[src/rtl/enemy_fire_arbiter_pkg.sv]
// Shared enemy-fire constants, arbiter state encoding and the
// level-to-cooldown helper used by level logic and bullet mover.
package enemy_fire_arbiter_pkg;

  localparam int N_EN  = 5;
  localparam int IDX_W = 3;

  localparam logic [31:0] CD_BASE_DEF = 32'd40_000_000;
  localparam logic [31:0] CD_STEP_DEF = 32'd2_000_000;
  localparam logic [31:0] CD_MIN_DEF  = 32'd8_000_000;
  localparam int          ACK_TO_DEF  = 16;

  typedef enum logic [2:0] {
    ST_HOLD,
    ST_COOL,
    ST_READY,
    ST_ACK,
    ST_FLIGHT
  } fire_st_e;

  // Level 0 counts as level 1; the decrement saturates at the floor.
  function automatic logic [31:0] cd_calc(
    input logic [3:0]  lvl,
    input logic [31:0] base,
    input logic [31:0] step,
    input logic [31:0] min_v
  );
    logic [31:0] l;
    logic [31:0] dec;
    l   = (lvl == 4'd0) ? 32'd1 : {28'd0, lvl};
    dec = (l - 32'd1) * step;
    if (dec >= base - min_v) begin
      return min_v;
    end
    return base - dec;
  endfunction

endpackage

[src/rtl/enemy_fire_arbiter_if.sv]
// Enemy fire bundle: requests and lives from the enemy controllers,
// bullet status from the mover, grants back out.
interface enemy_fire_arbiter_if;
  import enemy_fire_arbiter_pkg::*;

  logic [N_EN-1:0]  fire_req;
  logic [N_EN-1:0]  alive;
  logic             bullet_busy;
  logic [N_EN-1:0]  fire_grant;
  logic [IDX_W-1:0] grant_id;
  logic             armed;

  modport master (
    output fire_req,
    output alive,
    output bullet_busy,
    input  fire_grant,
    input  grant_id,
    input  armed
  );

  modport slave (
    input  fire_req,
    input  alive,
    input  bullet_busy,
    output fire_grant,
    output grant_id,
    output armed
  );

endinterface

[src/rtl/enemy_fire_arbiter_rr_pick.sv]
// Combinational round-robin picker: first set request at or
// above ptr, wrapping modulo N_EN.
module rr_pick
  import enemy_fire_arbiter_pkg::*;
(
  input  logic [N_EN-1:0]  req,
  input  logic [IDX_W-1:0] ptr,
  output logic [N_EN-1:0]  gnt,
  output logic [IDX_W-1:0] idx,
  output logic             any
);

  logic [IDX_W-1:0] p;

  // Walk offsets high to low so the nearest hit overwrites the rest.
  always_comb begin
    gnt = '0;
    idx = '0;
    any = 1'b0;
    p   = '0;
    for (int k = N_EN - 1; k >= 0; k--) begin
      p = IDX_W'((int'(ptr) + k) % N_EN);
      if (req[p]) begin
        any = 1'b1;
        idx = p;
      end
    end
    if (any) begin
      gnt[idx] = 1'b1;
    end
  end

endmodule

[src/rtl/enemy_fire_arbiter.sv]
// Enemy bullet arbiter: round-robin single-shot grants to live
// enemies, gated by bullet status, cooldown and level transitions.
module enemy_fire_arbiter
  import enemy_fire_arbiter_pkg::*;
#(
  parameter logic [31:0] CD_BASE = CD_BASE_DEF,
  parameter logic [31:0] CD_STEP = CD_STEP_DEF,
  parameter logic [31:0] CD_MIN  = CD_MIN_DEF,
  parameter int          ACK_TO  = ACK_TO_DEF
) (
  input  logic       pclk,
  input  logic       rst_n,
  input  logic [3:0] level,
  input  logic       level_up,
  enemy_fire_arbiter_if.slave arb
);

  localparam logic [31:0] ACK_LAST = 32'(ACK_TO - 1);

  fire_st_e         state_q;
  fire_st_e         state_d;
  logic [31:0]      cnt_q;
  logic [31:0]      cnt_d;
  logic [31:0]      cd_q;
  logic [31:0]      cd_d;
  logic [IDX_W-1:0] rr_q;
  logic [IDX_W-1:0] rr_d;
  logic [N_EN-1:0]  gnt_q;
  logic [N_EN-1:0]  gnt_d;
  logic [IDX_W-1:0] gid_q;
  logic [IDX_W-1:0] gid_d;
  logic             armed_q;

  logic [N_EN-1:0]  elig;
  logic [N_EN-1:0]  pick_gnt;
  logic [IDX_W-1:0] pick_idx;
  logic             pick_any;
  logic [31:0]      cd_new;
  logic [IDX_W-1:0] rr_next;

  assign elig   = arb.fire_req & arb.alive;
  assign cd_new = cd_calc(level, CD_BASE, CD_STEP, CD_MIN);

  assign rr_next = (pick_idx == IDX_W'(N_EN - 1)) ?
                   '0 : pick_idx + IDX_W'(1);

  rr_pick u_pick (
    .req (elig),
    .ptr (rr_q),
    .gnt (pick_gnt),
    .idx (pick_idx),
    .any (pick_any)
  );

  always_comb begin
    state_d = state_q;
    cnt_d   = cnt_q;
    cd_d    = cd_q;
    rr_d    = rr_q;
    gnt_d   = '0;
    gid_d   = gid_q;
    case (state_q)
      ST_HOLD: begin
        cnt_d = '0;
        rr_d  = '0;
        if (!level_up) begin
          state_d = ST_COOL;
          cd_d    = cd_new;
        end
      end
      ST_COOL: begin
        if (cnt_q == cd_q - 32'd1) begin
          cnt_d   = '0;
          state_d = ST_READY;
        end else begin
          cnt_d = cnt_q + 32'd1;
        end
      end
      ST_READY: begin
        if (pick_any && !arb.bullet_busy) begin
          gnt_d   = pick_gnt;
          gid_d   = pick_idx;
          rr_d    = rr_next;
          cnt_d   = '0;
          state_d = ST_ACK;
        end
      end
      ST_ACK: begin
        // A launch seen on the last wait cycle still counts.
        if (arb.bullet_busy) begin
          cnt_d   = '0;
          state_d = ST_FLIGHT;
        end else if (cnt_q == ACK_LAST) begin
          cnt_d   = '0;
          cd_d    = cd_new;
          state_d = ST_COOL;
        end else begin
          cnt_d = cnt_q + 32'd1;
        end
      end
      ST_FLIGHT: begin
        if (!arb.bullet_busy) begin
          cnt_d   = '0;
          cd_d    = cd_new;
          state_d = ST_COOL;
        end
      end
      default: begin
        cnt_d   = '0;
        state_d = ST_COOL;
      end
    endcase
    if (level_up) begin
      state_d = ST_HOLD;
      cnt_d   = '0;
      cd_d    = cd_q;
      rr_d    = '0;
      gnt_d   = '0;
      gid_d   = gid_q;
    end
  end

  always_ff @(posedge pclk or negedge rst_n) begin
    if (!rst_n) begin
      state_q <= ST_COOL;
      cnt_q   <= '0;
      cd_q    <= CD_BASE;
      rr_q    <= '0;
    end else begin
      state_q <= state_d;
      cnt_q   <= cnt_d;
      cd_q    <= cd_d;
      rr_q    <= rr_d;
    end
  end

  always_ff @(posedge pclk or negedge rst_n) begin
    if (!rst_n) begin
      gnt_q   <= '0;
      gid_q   <= '0;
      armed_q <= 1'b0;
    end else begin
      gnt_q   <= gnt_d;
      gid_q   <= gid_d;
      armed_q <= (state_d == ST_READY);
    end
  end

  assign arb.fire_grant = gnt_q;
  assign arb.grant_id   = gid_q;
  assign arb.armed      = armed_q;

endmodule

[src/flat_wrapper.sv]
// flat-port wrapper written by rule: the top's interface ports become plain ports
module enemy_fire_arbiter_flat import enemy_fire_arbiter_pkg::*;
#(
  parameter logic [31:0] CD_BASE = CD_BASE_DEF,
  parameter logic [31:0] CD_STEP = CD_STEP_DEF,
  parameter logic [31:0] CD_MIN  = CD_MIN_DEF,
  parameter int          ACK_TO  = ACK_TO_DEF
)
  (pclk, rst_n, level, level_up, arb_fire_req, arb_alive, arb_bullet_busy, arb_fire_grant, arb_grant_id, arb_armed);
  enemy_fire_arbiter_if arb_i ();
  input  logic pclk;
  input  logic rst_n;
  input  logic [3:0] level;
  input  logic level_up;
  input wire logic [$bits(arb_i.fire_req)-1:0] arb_fire_req;
  input wire logic [$bits(arb_i.alive)-1:0] arb_alive;
  input wire logic [$bits(arb_i.bullet_busy)-1:0] arb_bullet_busy;
  output wire logic [$bits(arb_i.fire_grant)-1:0] arb_fire_grant;
  output wire logic [$bits(arb_i.grant_id)-1:0] arb_grant_id;
  output wire logic [$bits(arb_i.armed)-1:0] arb_armed;
  assign arb_i.fire_req = arb_fire_req;
  assign arb_i.alive = arb_alive;
  assign arb_i.bullet_busy = arb_bullet_busy;
  assign arb_fire_grant = arb_i.fire_grant;
  assign arb_grant_id = arb_i.grant_id;
  assign arb_armed = arb_i.armed;
  enemy_fire_arbiter #(.CD_BASE(CD_BASE), .CD_STEP(CD_STEP), .CD_MIN(CD_MIN), .ACK_TO(ACK_TO)) u_core (.pclk(pclk), .rst_n(rst_n), .level(level), .level_up(level_up), .arb(arb_i));
endmodule
[config.mk]
export PLATFORM = sky130hd
export DESIGN_NAME = enemy_fire_arbiter_flat
export DESIGN_NICKNAME = d
export VERILOG_FILES = /design/src/rtl/enemy_fire_arbiter_pkg.sv /design/src/rtl/enemy_fire_arbiter_if.sv /design/src/rtl/enemy_fire_arbiter_rr_pick.sv /design/src/rtl/enemy_fire_arbiter.sv /design/src/flat_wrapper.sv
export SDC_FILE = /design/constraint.sdc
export NUM_CORES = 1
export LEC_CHECK = 0
export ABC_CLOCK_PERIOD_IN_PS = 7150
export BUFFER_PORTS_ARGS = -buffer_cell sky130_fd_sc_hd__buf_2
export CAP_MARGIN = 30
export CORE_MARGIN = 5
export CORE_UTILIZATION = 45
export DETAILED_ROUTE_END_ITERATION = 10
export SLEW_MARGIN = 40
export SYNTH_ARGS = -nofsm -noshare
export SYNTH_HDL_FRONTEND = slang
export SYNTH_SLANG_ARGS = --single-unit
[constraint.sdc]
create_clock -name pclk -period 7.15 [get_ports pclk]
set_input_delay 0.3575 -clock pclk [delete_from_list [all_inputs] [get_ports pclk]]
set_output_delay 0.3575 -clock pclk [all_outputs]
set_load 0.01 [all_outputs]
### Word-level counts from Yosys, hierarchy flattened

Cells that the tools add are included.

| storage, ports and cells | value |
|---|---|
| register bits after elaboration | 79 |
| input bits | 18 |
| output and inout bits | 9 |
| word-level logic and storage cells | 108 |

| operators by class | value |
|---|---|
| add/sub/neg operators | 9 |
| $mul | 1 |
| divide/modulo/power cells | 5 |
| order comparisons | 8 |
| equality and inequality tests | 13 |
| muxes and demuxes | 52 |
| bitwise logic cells | 2 |
| reduce and logical (&&, ||, !) cells | 11 |

Operator list:

| operator | number |
|---|---|
| two-way mux 32 bit | 11 |
| remainder unit 32 x 4 -> 32 bit, second input constant | 4 |
| one-hot mux 32 bit (4 select lines) | 1 |
| one-hot mux 32 bit (3 select lines) | 1 |
| subtractor 32 x 1 -> 32 bit, second input constant | 2 |
| two-way mux 3 bit | 14 |
| adder 32 x 1 -> 32 bit, second input constant | 1 |
| equality test 32 bit | 1 |
| equality test 32 x 4 -> 1 bit, second input constant | 1 |
| greater-or-equal comparator 32 x 25 -> 1 bit, second input constant | 1 |
| remainder unit 4 x 4 -> 32 bit, second input constant | 1 |
| multiplier 32 x 14 -> 25 bit, second input constant | 1 |
| subtractor 26 x 32 -> 32 bit, first input constant | 1 |
| < comparator 3 x 4 -> 1 bit, second input constant | 6 |
| two-way mux 5 bit | 4 |
| binary-select mux 1 bit (select 3 bit) | 5 |
| two-way mux 1 bit | 12 |
| one-hot mux 3 bit (4 select lines) | 1 |
| equality test 3 x 2 -> 1 bit, second input constant | 3 |
| adder 3 x 2 -> 4 bit, second input constant | 2 |
| equality test 3 bit, second input constant | 2 |
| one-hot mux 3 bit (2 select lines) | 1 |
| nonzero test 3 bit | 2 |
| bitwise AND 5 bit | 1 |
| 19 further kinds | 22 |

### Depth between registers and ports, before layout

Gate-level depths: netlist of run 1.

| depth | value |
|---|---|
| depth after elaboration | 17 |
| depth in mapped cells | 33 |

### Hierarchy

From an unflattened synthesis of run 1, not the netlist that was laid out.

| unflattened totals | value |
|---|---|
| cell total of the unflattened synthesis | 1,059 |
| area total of the unflattened synthesis | 8,633.3 um^2 |

By module, submodules not included:

| module | instances | cells each | area an instance (um^2) |
|---|---|---|---|
| enemy_fire_arbiter | 1 | 801 | 6,786.5 |
| rr_pick | 1 | 258 | 1,846.8 |

### Worst setup path before layout of run 1

No wires, ideal clock.

| timing path | value |
|---|---|
| path type | input port to flip-flop |
| from | input port level[1] |
| to | register u_core.cd_q[12] |
| setup time | 0.084 ns |
| data arrival time | 7.011 ns |
| required time | 7.066 ns |
| slack | 0.056 ns |
| cell stages on the path | 29 |
| cell sequence | clkbuf_1 > nor3_1 > or2_1 > clkbuf_1 > inv_1 > ha_1 > xnor2_1 > inv_1 > fa_1 > ha_1 > fa_1 > fa_1 > ha_1 > inv_1 > fa_1 > inv_1 > ha_1 > clkbuf_1 > a21o_1 > a21o_1 > a21oi_1 > o21ai_0 > o21ba_2 > xnor2_1 > nor4_1 > nand3_1 > or4_1 > buf_2 > o32a_1 |

| on the way | value |
|---|---|
| word-level cells in the longest chain between the ends | 10 |
| elaborated cells between the ends (all ways) | 12 |

RTL lines:

| element | line | RTL |
|---|---|---|
| from (decl) | flat_wrapper.sv:13 | `input logic [3:0] level;` |
| logical NOT 4 bit | enemy_fire_arbiter_pkg.sv:30 | `l = (lvl == 4'd0) ? 32'd1 : {28'd0, lvl};` |
| two-way mux 4 bit * | enemy_fire_arbiter_pkg.sv:30 |  |
| subtractor 32 x 1 -> 32 bit * | enemy_fire_arbiter_pkg.sv:31 | `dec = (l - 32'd1) * step;` |
| multiplier 32 x 14 -> 25 bit * | enemy_fire_arbiter_pkg.sv:31 |  |
| greater-or-equal comparator 32 x 25 -> 1 bit | enemy_fire_arbiter_pkg.sv:32 | `if (dec >= base - min_v) begin` |
| two-way mux 1 bit | enemy_fire_arbiter_pkg.sv:32 |  |
| two-way mux 32 bit * | enemy_fire_arbiter_pkg.sv:35 | `return base - dec;` |
| two-way mux 32 bit | enemy_fire_arbiter.sv:93 | `end else if (cnt_q == ACK_LAST) begin` |
| two-way mux 32 bit | enemy_fire_arbiter.sv:90 | `if (arb.bullet_busy) begin` |
| one-hot mux 32 bit (3 select lines) * | enemy_fire_arbiter.sv:62 | `case (state_q)` |
| to (signal assigned) | enemy_fire_arbiter.sv:127 | `cd_q <= CD_BASE;` |
| to (signal assigned) | enemy_fire_arbiter.sv:132 | `cd_q <= cd_d;` |
| to (decl) | enemy_fire_arbiter.sv:24 | `logic [31:0] cd_q;` |

Mark *: on every way between the ends. The rest lies on a longest branch, timed or not. The select of a mux whose other input is x is not followed.
A chain may end at the register's enable or synchronous reset.

### Final worst setup path of run 1

| timing path | value |
|---|---|
| from | input port level[1] |
| to | register u_core.cd_q[19] |

The elaborated chain is that of the path after synthesis.

==> reports/qor.txt, run 1 <==
EDFF count, synth: 0
Yosys warning count: 0
Synth async-reset ratio: 100%
Root Driver: clkbuf_16
grt total ovfl: 0
WP data required: 7.37 ns
status: completed
largest net degree at the start of global routing: 72
Synth area leaders: dfrtp_1 16%, ha_1 13%, fa_1 8.7%, xnor2_1 5.5%, inv_1 5.4%
layout cells sized above 1: 7.71%
Vias per Instance: 5.58
GR Util All Layers: 19.0%
# H-tree levels: 3
worst skew pair latency: 0.34 ns
Synth area leader: dfrtp_1
CTS Hold Bufs: 0
setup tns final: 0 ns
achievable frequency: 150 MHz
vias post-DR: 8201
ant diodes: 0
max cap viols: 0
nets: 1344
1st-iter DRT viols: 596
crit path capture: u_core.cd_q[19]
DP HPWL: 17700 µm
Setup violations, final: 0
number of synthesized register bits: 71
total wire length: 22600 µm
CP max FO: 16
initial antenna violation count: 0
CTS max path bufs: 2
most frequent cells in the layout: 136 x inv_1, 96 x ha_1, 83 x nor2_1, 71 x nand2_1, 62 x dfrtp_1
fillers: 2046
worst ir drop on vdd: 0.198 mV
relative slew slack: 45.5%
Setup Crit Path Kind: primary input to flip-flop
Pwr Total: 2.43 mW
post-layout util: 49.1%
Placeable Area: 0.0209 mm²
Syn Area/Cell: 8.11 µm²
worst reg2reg path depth: 25
post-synthesis cell type count: 81
worst hold path class: primary input to async pin
DRT antenna net count: 0
Inserted Clock Buffers: 9
PostCTS Resize Cnt: 0
post-synth top area share: 16.4%
cells after synthesis: 1166
Die W: 155 µm
Die Height: 155 µm
Initial Util: 45.3%
Area after DPL: 0.00992 mm²
flop2flop setup slack: 1.03 ns
Tcrit/Tclk final: 93.4%
Setup Skew: 0.00733 ns
final slew viol count: 0
RSZ-0062 raised after global routing: false
DRT Pass-1 Iters: 5
Worst setup EP type: flip-flop
gp weighted congestion: 0.890
number of I/O port buffers: 26
endpoints failing hold: 0
DR WL/cell: 15.4 µm
WP data arrival: 6.90 ns
hold slack final: 0.109 ns
Pleak: 4.64 nW
# IOs: 27
Post-Syn Area: 0.00946 mm²
TritonCTS clock tree: done
clk slew on worst S/H paths: 0.06 ns
worst-margin pin slew: 0.812 ns
residual DRC count: 0
RR Startpoint: u_core.rr_q[1]
post-layout min period: 6.68 ns
die footprint: 0.0240 mm²
PwrDens: 237 mW/mm²
sequential element share of the synthesized area: 18.9%
postcts setup bufs: 0
TritonCTS Sinks: 71
worst setup path start: level[1]
Finished Cell Area: 0.0102 mm²
Area growth, synth to finish: 8.30%
number of global-route vias before repair: 8009
startpoint types: primary input
wire length of the first global-routing pass: 38900 µm
top_reg_cell synth: dfrtp_1
commonest non-fill, non-tap cell in the layout: inv_1
Placement Rows: 53
reg-to-reg critical path endpoint: u_core.rr_q[1]
## critical path, stage by stage
cell and delay, ns:
buf_2 0.20, nor3_1 0.08, or2_1 0.23, buf_4 0.17, inv_1 0.16, ha_1 0.22
xnor2_1 0.14, buf_4 0.18, fa_1 0.46, fa_1 0.52, inv_1 0.07, fa_1 0.41
fa_1 0.45, ha_1 0.29, inv_1 0.05, fa_1 0.49, inv_1 0.04, ha_1 0.38
a21o_1 0.19, a21oi_1 0.19, o21ai_0 0.10, o21ba_2 0.25, xnor2_1 0.09, nor4_1 0.18
nand3_1 0.10, or4_1 0.50, buf_4 0.22, o22a_1 0.18
## metal layers
metal | vias to the layer above | share of wire [%] | global-route usage, %
met2 | 146 | 46 | 31.5
met4 | 0 | 0.93 | 3.57
met1 | 3884 | 50 | 27.5
li1 | 4157 | - | -
met3 | 14 | 3.3 | 1.47
met5 | - | 0 | 0
## per-stage QoR
stage | cells | setup WS, ns
floorplan | 1189 | 0.0556
CTS | 1469 | 0.453
global placement | 1453 | 0.165
finish | 1469 | 0.470
detailed placement | 1453 | 0.120
global route | 1469 | 0.0773
## sequential cells by signal, summed over array words and instances (netlist names)
name,count
u_core.cd_q,24
u_core.state_q,3
u_core.arb.grant_id,3
u_core.cnt_q,32
u_core.rr_q,3
u_core.arb.armed,1
u_core.arb.fire_grant,5
## how the worst min path moves through the flow
| stage | from | end | slack (ns) | depth (start not counted) |
|---|---|---|---|---|
| final | rst_n | u_core.arb.fire_grant[2] | 0.11 | 2 |
| after global routing | rst_n | u_core.arb.fire_grant[2] | 0.19 | 2 |
| after CTS | rst_n | u_core.arb.fire_grant[2] | 0.16 | 2 |
| after detailed placement | u_core.arb.grant_id[1] | u_core.arb.grant_id[1] | 0.46 | 1 |
| after global placement | u_core.arb.grant_id[2] | u_core.arb.grant_id[2] | 0.46 | 1 |
| after floorplan | rst_n | u_core.arb.armed | 0.06 | 0 |
## cell type report
cell class	instances	area [µm²]	share of cell area, %
Sequential cell	71	1790	17.4
Timing Repair Buffer	40	239	2.33
Clock inverter	6	85.1	0.830
Multi-Input combinational cell	930	7050	68.8
Tap cell	275	344	3.36
Inverter	137	514	5.02
Clock buffer	10	229	2.23
## cells by family after synthesis
logic type,Yosys count,synth area share [%]
other cells,2,0.0794
xor+xnor,85,7.87
simple gates,383,21.1
flops,71,18.9
compound gates,288,21.1
fa+ha+maj,137,21.4
mux,12,1.84
buf+inv,188,7.75
## synth_stat cells (7+ instances only)
library cell / n
nor2b_1: 9
or3_1: 15
nor3b_1: 12
a211oi_1: 11
xnor2_1: 59
o21ai_0: 61
o211ai_1: 14
clkbuf_1: 33
o31ai_1: 9
fa_1: 41
and3_1: 15
nand2_1: 71
o21ai_1: 11
a31oi_1: 11
nor3_1: 35
or2_2: 9
ha_1: 96
nand2b_1: 21
dfstp_2: 9
a21o_1: 16
or4_1: 9
a21oi_1: 40
xor2_1: 26
dfrtp_1: 62
buf_2: 10
nor2_1: 84
inv_1: 136
nor4_1: 24
nand4_1: 16
o22ai_1: 7
o21a_1: 14
nand3_1: 23
and2_1: 24
o22a_1: 8
## where the power goes
group | leakage (nW) | total [mW] | switching, mW | internal [mW]
registers | 0.947 | 0.427 | 0.0141 | 0.413
clock network | 0.148 | 0.473 | 0.169 | 0.304
logic | 3.54 | 1.53 | 0.878 | 0.653
(Power assumes the default switching activity.)
==> inputs of run 2 (changes only) <==
Settings changed: ABC_AREA from default to 0, SYNTH_HIERARCHICAL from default to 1.
==> run 2 against run 1 <==
Largest cell class unchanged. Global-route usage hardly changed. Combinational power is 43% lower. Sequential power is 26% higher. First-iteration DRC count decreased by 26%. Synthesized area is 8.8% lower. Highest routed layer unchanged. Flip-flop and latch count is the same. Largest power group unchanged. Register-to-register slack better by 0.53 ns.
==> reports/qor.txt, run 2 <==
status: completed
Worst setup EP type: flip-flop
# H-tree levels: 3 (unchanged)
Pwr Total: 1.84 mW (-25%)
Synth async-reset ratio: 100% (unchanged)
ant diodes: 0 (unchanged)
worst-margin pin slew: 0.856 ns (+0.0439 ns)
largest net degree at the start of global routing: 72 (unchanged)
vias post-DR: 7527 (-8.2%)
count leader, synth: inv_1
EDFF count, synth: 0 (unchanged)
Placement Rows: 50 (-5.7%)
Post-Syn Area: 0.00863 mm² (-8.8%)
worst skew pair latency: 0.34 ns (about the same)
post-synthesis cell type count: 93 (+15%)
post-synth top area share: 18.0% (+1.6 points)
Initial Util: 46.0% (+0.71 points)
gp weighted congestion: 0.909 (+2.1%)
1st-iter DRT viols: 439 (-26%)
Die Height: 149 µm (-4.2%)
Net Count, Synth: 1177
number of synthesized register bits: 71 (unchanged)
postcts setup bufs: 0 (unchanged)
Pleak: 4.11 nW (-11%)
achievable frequency: 159 MHz (+6.2%)
clk slew on worst S/H paths: 0.05 ns (about the same)
Root Driver: clkbuf_16
DRT antenna net count: 0 (unchanged)
startpoint types: primary input
endpoints failing hold: 0 (unchanged)
PwrDens: 201 mW/mm² (-15%)
Largest register FFs: 32 (unchanged)
sw power: 0.751 mW (-29%)
sequential element share of the synthesized area: 20.7% (+1.8 points)
GR Util All Layers: 19.0% (+0.028 points)
Commonest cells post-synth: 93 x inv_1, 84 x nand2_1, 80 x ha_1
grt total ovfl: 0 (unchanged)
total wire length: 20800 µm (-8.3%)
# IOs: 27 (unchanged)
nets: 1167 (-13%)
Setup violations, final: 0 (unchanged)
WP data arrival: 6.55 ns (-0.35 ns)
Logic pwr share: 47.8% (-15 points)
Setup Crit Path Kind: primary input to flip-flop
TritonCTS Sinks: 71 (unchanged)
most frequent cells in the layout: 92 x inv_1, 84 x nand2_1, 80 x ha_1, 64 x nor2_1, 62 x dfrtp_1
Yosys warning count: 6 (+6)
fillers: 1836 (-10%)
Placeable Area: 0.0188 mm² (-10%)
residual DRC count: 0 (unchanged)
number of I/O port buffers: 26 (unchanged)
routing usage on met1: 27.9% (+0.36 points)
Synth area leader: dfrtp_1
DRT Pass-1 Iters: 5 (unchanged)
setup tns final: 0 ns (unchanged)
M3 GR Usage: 2.56% (+1.1 points)
Reg with most FFs: u_core/cnt_q
top_reg_cell synth: dfrtp_1
Area growth, synth to finish: 5.90%
CTS max path bufs: 2 (unchanged)
CP max FO: 14 (-2)
Inserted Clock Buffers: 9 (unchanged)
final slew viol count: 0 (unchanged)
clock share of power: 22.8% (+3.3 points)
DR WL/cell: 16.1 µm (+4.6%)
Syn Area/Cell: 8.15 µm² (+0.47%)
PostCTS Resize Cnt: 0 (unchanged)
Most Crowded Layer GR: met2
CTS Hold Bufs: 0 (unchanged)
Flop pwr share: 29.4% (+12 points)
Vias per Instance: 5.84 (+4.7%)
layout cells sized above 1: 9.87% (+2.2 points)
design internal power: 1.08 mW (-21%)
die footprint: 0.0221 mm² (-8.2%)
commonest non-fill, non-tap cell in the layout: inv_1
cells after synthesis: 1059 (-9.2%)
Synth area leaders: dfrtp_1 18%, ha_1 12%, fa_1 4.6%, xnor2_1 4.3%, inv_1 4.0%
Tcrit/Tclk final: 88.0% (-5.4 points)
worst ir drop on vdd: 0.142 mV (-28%)
relative slew slack: 43.0% (-2.5 points)
number of global-route vias before repair: 7041 (-12%)
initial antenna violation count: 0 (unchanged)
max cap viols: 0 (unchanged)
wire length of the first global-routing pass: 35300 µm (-9.1%)
post-layout min period: 6.29 ns (-0.388 ns)
WP data required: 7.41 ns (+0.04 ns)
RSZ-0062 raised after global routing: false
Setup Skew: 0.00584 ns (-0.00148 ns)
DP HPWL: 15500 µm (-12%)
worst hold path class: primary input to async pin
Sw Share: 40.9% (-2.7 points)
Die W: 149 µm (-4.2%)
TritonCTS clock tree: done
global routing met2 resource utilization: 30.5% (-0.95 points)
==> run 2: stage by stage <==
stage	worst slack, ns	cells	utilization [%]	hold WS, ns	cell area (µm²)
finish	0.858	1288	48.7	0.0394	9140
global route	0.357	1288	48.7	0.0961	9140
CTS	0.872	1288	48.7	0.0618	9140
detailed placement	0.528	1272	47.2	0.417	8860
global placement	0.640	1272	47.2	0.490	8860
floorplan	0.151	1059	-	0.0619	8640
==> run 2: power by group through the flow <==
stage          Combinational (mW)  Clock [mW]  Sequential [mW]
2_1_floorplan               0.736           0            0.506
3_3_place_gp                0.880           0            0.545
3_5_place_dp                0.882           0            0.546
4_1_cts                     0.886       0.428            0.539
5_1_grt                      1.01       0.446            0.547
6_report                    0.878       0.418            0.539
==> run 2: worst max-delay path, cell delays in order <==
cell        delay [ns]
buf_2             0.16
inv_1             0.16
a21o_1            0.28
inv_1             0.10
ha_1              0.23
nand2_1           0.13
clkinvlp_4        0.20
ha_1              0.40
ha_1              0.21
a31o_2            0.23
fa_1              0.53
fa_1              0.42
ha_1              0.29
inv_1             0.05
fa_1              0.49
inv_1             0.04
ha_1              0.36
a21o_1            0.23
nor3_1            0.14
o211ai_1          0.15
a311oi_1          0.30
mux2_2            0.36
nand4b_1          0.09
a41o_1            0.13
nor2_1            0.05
buf_4             0.19
a32o_1            0.27
==> run 2: area by class of cell <==
class | count | area, µm² | area share (%)
repair buffers | 35 | 204 | 2.23
clock inverters | 3 | 17.5 | 0.192
flip-flops and latches | 71 | 1790 | 19.6
inverters | 93 | 353 | 3.86
well taps | 234 | 293 | 3.20
clock buffers | 13 | 260 | 2.85
multi-input cells | 839 | 6230 | 68.1
==> run 2: layer usage <==
layer / vias to the layer above / part of all wire [%]
met5: - / 0
met4: 0 / 0.87
met3: 15 / 3.6
met2: 141 / 45
met1: 3565 / 50
li1: 3806 / -
==> run 2: cells by family (layout without fill, tap and decap cells) <==
kind of cell | Yosys count | in the layout | share of synthesized area [%]
AND/OR/NAND/NOR | 378 | 378 | 23.8
AO/OA/AOI/OAI | 266 | 266 | 21.7
buffers and inverters | 149 | 144 | 7.26
adder cells (fa/ha/maj) | 100 | 100 | 16.2
flip-flops | 71 | 71 | 20.7
XOR/XNOR | 69 | 69 | 7.09
multiplexers | 26 | 26 | 3.26
==> run 2: path summary, 6_finish.rpt <==
| path | startpoint | to | slack, ns | cells past startpoint |
|---|---|---|---|---|
| min in group pclk | arb_bullet_busy | u_core/state_q[0] | 0.21 | 2 |
| hold / removal | rst_n | u_core/rr_q[0] | 0.04 | 1 |
| hold reg to reg | u_core/arb.grant_id[1] | u_core/arb.grant_id[1] | 0.50 | 1 |
| max in group asynchronous | rst_n | u_core/cnt_q[11] | 6.67 | 1 |
| setup reg to reg | u_core/rr_q[1] | u_core/cnt_q[29] | 1.56 | 19 |
| setup / recovery | level[1] | u_core/cd_q[25] | 0.86 | 27 |
==> inputs of run 3 (changes only) <==
Settings changed: CTS_BUF_LIST from default to sky130_fd_sc_hd__clkbuf_4.
==> run 3 against run 2 <==
Via count is 0.21% lower. Critical path type unchanged. First-iteration DRC count decreased by 4.1%. Core utilization down 0.85 points. Critical path depth did not move. Hold slack improved by 0.077 ns. Flip-flop and latch count is the same. Sequential power hardly changed. Largest power group unchanged. Wire length fell by 0.82%. Critical endpoint unchanged. Clock skew up 0.0054 ns. Maximum frequency increased by 1.5%.
==> reports/qor.txt, run 3 (same netlist as run 2, synthesis figures left out) <==
worst-margin pin slew: 0.835 ns (-0.0202 ns)
number of I/O port buffers: 26 (unchanged)
layout cells sized above 1: 9.86% (about the same)
ant diodes: 0 (unchanged)
Pwr Total: 1.63 mW (-11%)
max cap viols: 0 (unchanged)
DR WL/cell: 16.0 µm (-0.90%)
DRT antenna net count: 0 (unchanged)
endpoints failing hold: 0 (unchanged)
postcts setup bufs: 0 (unchanged)
Die W: 149 µm (unchanged)
Largest register FFs: 32 (unchanged)
Pleak: 4.04 nW (-1.7%)
commonest non-fill, non-tap cell in the layout: inv_1
Tcrit/Tclk final: 86.7% (-1.3 points)
Finished Layout Cells: 1289 (+0.078%)
Inserted Clock Buffers: 9 (unchanged)
grt total ovfl: 0 (unchanged)
post-layout min period: 6.20 ns (-0.0939 ns)
worst hold path class: primary input to flip-flop
vias post-DR: 7511 (-0.21%)
Placeable Area: 0.0188 mm² (unchanged)
setup tns final: 0 ns (unchanged)
startpoint types: primary input
status: completed
WP data required: 7.50 ns (+0.09 ns)
CTS max path bufs: 2 (unchanged)
TritonCTS clock tree: done
total wire length: 20600 µm (-0.82%)
fillers: 1866 (+1.6%)
die footprint: 0.0221 mm² (unchanged)
number of global-route vias before repair: 7047 (+0.085%)
Area growth, synth to finish: 4.04%
GR Util All Layers: 19.0% (-0.051 points)
1st-iter DRT viols: 421 (-4.1%)
clk slew on worst S/H paths: 0.11 ns (+0.06 ns)
# IOs: 27 (unchanged)
RSZ-0062 raised after global routing: false
most frequent cells in the layout: 92 x inv_1, 84 x nand2_1, 80 x ha_1, 64 x nor2_1, 62 x dfrtp_1
TritonCTS Sinks: 71 (unchanged)
achievable frequency: 161 MHz (+1.5%)
Setup WS pre-CTS: 0.528 ns (unchanged)
WP data arrival: 6.55 ns (about the same)
Initial Util: 46.0% (unchanged)
Setup Crit Path Kind: primary input to flip-flop
largest net degree at the start of global routing: 72 (unchanged)
Die Height: 149 µm (unchanged)
Vias per Instance: 5.83 (-0.29%)
residual DRC count: 0 (unchanged)
CP max FO: 14 (unchanged)
PwrDens: 182 mW/mm² (-9.6%)
Setup Skew: 0.0112 ns (+0.00539 ns)
wire length of the first global-routing pass: 35300 µm (unchanged)
relative slew slack: 44.3% (+1.3 points)
setup ws final: 0.952 ns (+0.0939 ns)
initial antenna violation count: 0 (unchanged)
Placement Rows: 50 (unchanged)
Worst setup EP type: flip-flop
gp weighted congestion: 0.909 (unchanged)
worst skew pair latency: 0.42 ns (+0.08 ns)
Setup violations, final: 0 (unchanged)
Root Driver: clkbuf_4
worst ir drop on vdd: 0.0956 mV (-33%)
DP HPWL: 15500 µm (unchanged)
# H-tree levels: 3 (unchanged)
Reg with most FFs: u_core/cnt_q
DRT Pass-1 Iters: 5 (unchanged)
Cells after DPL: 1272 (unchanged)
nets: 1168 (+0.086%)
final slew viol count: 0 (unchanged)
-- run 3: through the flow --
| stage | hold WS, ns | cell area [µm²] | utilization [%] |
|---|---|---|---|
| final | 0.116 | 8980 | 47.9 |
| after global routing | 0.0827 | 8980 | 47.9 |
| after CTS | 0.0862 | 8980 | 47.9 |
| after detailed placement | 0.417 | 8860 | 47.2 |
| after global placement | 0.490 | 8860 | 47.2 |
| after floorplan | 0.0619 | 8640 | - |
-- run 3: what timing repair did --
action / 4_1_cts / 5_1_grt
hold buffers: 1 / 0
gates resized for setup: 0 / 0
endpoints found under the hold margin: 62 / 0
-- run 3: cell type report --
cell class	instances	area, µm²	area share (%)
sequential	71	1790	19.9
tap	234	293	3.26
clock buffer	11	82.6	0.919
inverter	93	353	3.93
multi-input combinational	839	6230	69.3
clock inverter	5	25.0	0.279
timing repair buffer	36	214	2.38
-- run 3: final timing paths --
path                                         from                     end  slack [ns]  depth (start not counted)
setup / recovery                         level[1]         u_core/cd_q[25]        0.95                         27
hold / removal                    arb_bullet_busy       u_core/state_q[0]        0.12                          2
setup reg to reg                   u_core/rr_q[1]         u_core/cnt_q[0]        1.55                         18
hold reg to reg            u_core/arb.grant_id[1]  u_core/arb.grant_id[1]        0.51                          1
max in group asynchronous                   rst_n        u_core/cnt_q[16]        6.20                          2
min in group asynchronous                   rst_n          u_core/rr_q[0]        0.50                          2
-- run 3: metal layers --
| metal | part of all wire (%) | GRT usage, % | routed length, µm |
|---|---|---|---|
| met1 | 50 | 27.8 | 10300 |
| met2 | 45 | 30.6 | 9340 |
| met3 | 3.9 | 2.56 | 813 |
| met4 | 0.78 | 2.63 | 161 |
| met5 | 0 | 0 | 0 |
-- run 3: critical path, stage by stage --
cell        delay (ns)
buf_2             0.16
inv_1             0.16
a21o_1            0.28
inv_1             0.09
ha_1              0.23
nand2_1           0.13
clkinvlp_4        0.20
ha_1              0.40
ha_1              0.21
a31o_2            0.23
fa_1              0.53
fa_1              0.42
ha_1              0.29
inv_1             0.05
fa_1              0.49
inv_1             0.04
ha_1              0.36
a21o_1            0.23
nor3_1            0.14
o211ai_1          0.15
a311oi_1          0.30
mux2_2            0.36
nand4b_1          0.09
a41o_1            0.13
nor2_1            0.05
buf_4             0.19
a32o_1            0.27
-- run 3: power by group --
group / switching, mW / total, mW / leakage, nW / internal [mW]
combinational: 0.502 / 0.878 / 3.04 / 0.376
sequential: 0.0834 / 0.538 / 0.943 / 0.454
clock: 0.139 / 0.215 / 0.0617 / 0.0759
